<file path="src/rtl/arb16_pkg.sv">
// Shared definitions for the 16-way round-robin arbiter: sizes, FSM state
// encoding and the wrap-around priority search used to pick a winner.
package arb16_pkg;

  localparam int NUM_REQ = 16;
  localparam int IDX_W   = 4;

  typedef enum logic [1:0] {
    IDLE  = 2'd0,
    GRANT = 2'd1,
    COOL  = 2'd2
  } state_t;

  // First set bit of req, scanning upward from ptr and wrapping 15 -> 0.
  // With req == 0 it returns ptr; callers only use it when req != 0.
  function automatic logic [IDX_W-1:0] rr_pick(input logic [NUM_REQ-1:0] req,
                                               input logic [IDX_W-1:0]   ptr);
    logic [IDX_W-1:0] idx;
    logic [IDX_W-1:0] pick;
    logic             found;
    pick  = ptr;
    found = 1'b0;
    for (int k = 0; k < NUM_REQ; k++) begin
      idx = ptr + IDX_W'(k);
      if (!found && req[idx]) begin
        pick  = idx;
        found = 1'b1;
      end
    end
    return pick;
  endfunction

endpackage

</file>
<file path="src/rtl/arb16_rr_ctrl_dec.sv">
// 4-bit index to 16-bit one-hot decoder; output forced to zero when en is low.
module dec4to16_onehot
  import arb16_pkg::*;
(
  input  logic [IDX_W-1:0]   idx,
  input  logic               en,
  output logic [NUM_REQ-1:0] onehot
);

  // Shift a single set bit into position, gated by the enable.
  assign onehot = en ? (NUM_REQ'(1) << idx) : '0;

endmodule

</file>
<file path="src/rtl/arb16_rr_ctrl.sv">
// Round-robin arbiter and grant sequencer for the 16-way one-hot select
// decoder. IDLE arbitrates, GRANT holds one owner, COOL inserts one dead
// cycle before the next arbitration.
// Optional hold timeout is built only when ARB_TIMEOUT_EN is defined.
module arb16_rr_ctrl
  import arb16_pkg::*;
#(
  parameter int MAX_HOLD = 255
) (
  input  logic               clk,
  input  logic               rst,
  input  logic [NUM_REQ-1:0] req,
  input  logic               done,
  output logic [NUM_REQ-1:0] gnt,
  output logic [IDX_W-1:0]   gnt_idx,
  output logic               gnt_valid,
  output logic               busy,
  output logic               timeout
);

  if (MAX_HOLD < 1 || MAX_HOLD > 65535) begin : g_bad_max_hold
    $error("arb16_rr_ctrl: MAX_HOLD must be in 1..65535");
  end

  state_t           state;
  logic [IDX_W-1:0] ptr;
  logic             hold_hit;
  logic             release_now;

`ifdef ARB_TIMEOUT_EN
  localparam int CNT_W = $clog2(MAX_HOLD + 1);

  logic [CNT_W-1:0] hold_cnt;

  assign hold_hit = (state == GRANT) && (hold_cnt == CNT_W'(MAX_HOLD - 1));

  // Hold counter: zeroed while idle (so it is clear on entry to GRANT),
  // counts each GRANT cycle.
  always_ff @(posedge clk) begin
    if (rst) begin
      hold_cnt <= '0;
    end else if (state == IDLE) begin
      hold_cnt <= '0;
    end else if (state == GRANT) begin
      hold_cnt <= hold_cnt + CNT_W'(1);
    end
  end
`else
  assign hold_hit = 1'b0;
`endif

  // Any release source ends the grant; simultaneous sources are one release.
  assign release_now = done | ~req[gnt_idx] | hold_hit;

  // Main sequencer: state, winner index, rotation pointer and timeout pulse.
  always_ff @(posedge clk) begin
    if (rst) begin
      state   <= IDLE;
      ptr     <= '0;
      gnt_idx <= '0;
      timeout <= 1'b0;
    end else begin
      timeout <= 1'b0;
      case (state)
        IDLE: begin
          if (|req) begin
            gnt_idx <= rr_pick(req, ptr);
            state   <= GRANT;
          end
        end
        GRANT: begin
          if (release_now) begin
            ptr     <= gnt_idx + IDX_W'(1);
            state   <= COOL;
            // A voluntary done on the same edge takes precedence.
            timeout <= hold_hit & ~done;
          end
        end
        COOL: begin
          state <= IDLE;
        end
        default: begin
          state <= IDLE;
        end
      endcase
    end
  end

  assign gnt_valid = (state == GRANT);
  assign busy      = (state != IDLE);

  dec4to16_onehot u_dec (
    .idx    (gnt_idx),
    .en     (gnt_valid),
    .onehot (gnt)
  );

endmodule

</file>
<file path="config.mk">
export PLATFORM = sky130hd
export DESIGN_NAME = arb16_rr_ctrl
export DESIGN_NICKNAME = d
export VERILOG_FILES = /design/src/rtl/arb16_pkg.sv /design/src/rtl/arb16_rr_ctrl_dec.sv /design/src/rtl/arb16_rr_ctrl.sv
export SDC_FILE = /design/constraint.sdc
export NUM_CORES = 1
export LEC_CHECK = 0
export ABC_AREA = 1
export BUFFER_PORTS_ARGS = -buffer_cell sky130_fd_sc_hd__buf_2
export CAP_MARGIN = 20
export CORE_ASPECT_RATIO = 1.2
export CORE_MARGIN = 3
export CORE_UTILIZATION = 58
export CTS_CLUSTER_SIZE = 24
export DETAILED_ROUTE_END_ITERATION = 8
export PLACE_DENSITY = 0.82
export SYNTH_ARGS = -nofsm -noshare
export SYNTH_HDL_FRONTEND = slang
export SYNTH_HIERARCHICAL = 1
export SYNTH_SLANG_ARGS = --single-unit
</file>
<file path="constraint.sdc">
create_clock -name clk -period 4.2 [get_ports clk]
set_input_delay 0.42 -clock clk [delete_from_list [all_inputs] [get_ports clk]]
set_output_delay 0.42 -clock clk [all_outputs]
set_load 0.03 [all_outputs]
</file>
==> out/metrics.csv <==
metric,value,unit
status,"finished, final reports clean",
io-pin-count,42,
power_leakage,1.50,nW
criticalPathCategory,flop to flop,
syn_to_final_growth,10.9,%
synth_fp_nets,509,
syn_area_per_cell,5.21,sq um
fp.dieW,66.1,microns
grt_pass1_wl,13700,microns
powerDensity,710,nW/um^2
cp-start-kind,flop,
routedWlPerCell,13.5,microns
clk_latency,240,ps
synth-edff-count,0,
crit_chain,buf_4 > clkinv_2 > buf_4 > ha_1 > inv_1 > nand3_1 > nand2_1 > inv_1 > o21ai_0 > inv_1 > nand4_2 > inv_2 > nand3_2 > nor2_4 > nand2_1 > inv_1 > nor4_1 > nand3_2 > nand2_1 > nand2_1 > o21ai_1 > inv_1,
crit_required,4330,ps
start_util,61.7,%
period_needed,3790,ps
clk_pin_slew,50,ps
arrival,3930,ps
postCtsHoldBufs,0,
ys.flop_type,dfxtp_1,
clock-skew-final,4.07,ps
ys_seq_area_share,7.98,%
cts_buffers,3,
clkSinkCount,10,
crit_top_cell,inv_1,
dieHeight,78.1,microns
reg2reg_to,gnt_idx[0],
crit_path_start,ptr[1],
grt_pass1_vias,3150,
antenna_found_initial,0,
post-cts-setup-buffers,0,
peakVddDrop,0.000386,V
synth_top_area_cell,nand2_1,
synth.distinct_cells,39,
finalHoldViolations,0,
r2r_cells,22,
hold_path.class,primary input to flop,
routabilityCongestion,0.972,
dp_hpwl,6350,microns
wl,7740,microns
min_path_cells,2,
critPathMaxStageDelay,440,ps
synth-seq-cells,10,
nets,547,
drv_slew,0,
cts-resized-gates,0,
synthTopCellsByCount,"nand2_1, nand3_1, inv_1, nor2_1, o21ai_0",
slew_headroom,61.5,%
fmax,264,MHz
setup_viol,0,
synth_cells,482,
yosys_warnings,6,
timing.rr.start,ptr[1],
synthArstFlopShare,0,%
ant_nets,0,
diodes,0,
slowest_stage,o21ai_0,
final.setup.tns,0,ps
viasPerCell,5.74,
drt-initial-drc-count,194,
core_area,4070,sq um
worst_pin_slew,577,ps
netlist_area,2510,sq um
h-tree-depth,1,
rsz0062_at_grt,false,
port_buffers,40,
yosysTopAreaCellShare,21.4,%
final_core_util,68.5,%
cts_tree,done,
period_share,90.3,%
maxCapViolations,0,
synth.top_cells.by_area,"nand2_1, nand3_1, inv_1",
drc,0,
cts_buffer_depth,2,
end_kind,flop,
crit_fanout,17,
synth.most_common_cell,nand2_1,
track_usage,32.8,%
hold_path_end,gnt_idx[1],
overflow,0,
num_rows,25,
dieArea,5160,sq um
hp-start,rst,
rrSetupSlack,410,ps
vias,3289,
grt_max_degree,22,
drive_gt1_share,15.4,%
root_buffer,clkbuf_8,
first_pass_iters,5,
-- kinds of logic after synthesis --
group / count (synthesis) / share of synthesized area, %
buf+inv: 79 / 13.5
xor+xnor: 10 / 4.84
flops: 10 / 7.98
fa+ha+maj: 8 / 3.99
simple gates: 309 / 55.3
other cells: 1 / 0.149
compound gates: 65 / 14.2
-- worst max path at each step --
stage,end,slack (ps),cells after the start
floorplan,gnt_idx[0],960,27
finish,gnt_idx[0],410,22
detailed placement,gnt_idx[0],490,22
global route,gnt_idx[0],70,20
global placement,gnt_idx[0],480,22
CTS,gnt_idx[0],460,22
-- registers in the layout (all words and copies together), names as in the netlist --
name and cells:
state 2, gnt_idx 4, ptr 4
-- worst max-delay path: cells and delay by family (launching register included) --
kind | cells | cell delay, ps
AND/OR/NAND/NOR | 10 | 1220
adder cells (fa/ha/maj) | 1 | 380
flip-flops | 1 | 320
buffers and inverters | 9 | 1180
AO/OA/AOI/OAI | 2 | 570
-- layout make-up --
class | count | area (sq um)
clock buffers | 4 | 55.1
inverters | 67 | 253
repair buffers | 45 | 238
fillers | 418 | 1280
well taps | 54 | 67.6
multi-input cells | 393 | 1970
flip-flops and latches | 10 | 200
-- cells in the final DEF, fill, tap and decap left out, types with 3 or more instances in the layout --
master	netlist	final
a21oi_1	24	24
buf_2	3	40
buf_4	6	5
clkbuf_8	0	4
dfxtp_1	10	10
ha_1	8	8
inv_1	55	55
inv_2	10	10
nand2_1	143	143
nand2_2	4	4
nand3_1	102	102
nor2_1	40	40
nor2_2	4	4
nor4_1	4	4
o211ai_1	3	3
o21a_1	3	3
o21ai_0	26	26
o21ai_1	4	4
xor2_1	6	6
-- power breakdown --
group | internal [mW] | total (mW) | switching [mW] | leakage, nW
Clock | 0.0827 | 0.125 | 0.0419 | 0.0288
Combinational | 0.524 | 1.67 | 1.14 | 1.39
Sequential | 0.122 | 0.185 | 0.0634 | 0.0825
Total | 0.728 | 1.98 | 1.25 | 1.50
-- per-stage QoR --
stage / cells / setup slack [ps] / hold WS (ps) / power, mW / instance area (sq um)
2_1_floorplan: 482 / 955 / 450 / 1.48 / 2510
3_3_place_gp: 569 / 480 / 468 / 1.82 / 2730
3_5_place_dp: 569 / 489 / 488 / 1.83 / 2730
4_1_cts: 573 / 462 / 415 / 1.96 / 2780
5_1_grt: 573 / 73.2 / 443 / 2.23 / 2780
6_report: 573 / 408 / 421 / 1.98 / 2780
-- routing by layer --
layer | share of wire, % | global-route usage, %
met1 | 41 | 37.9
met2 | 47 | 57.0
met3 | 5.3 | 3.86
met4 | 6.3 | 19.3
met5 | 0 | 0
No activity file was read; power rests on OpenSTA's default activity.
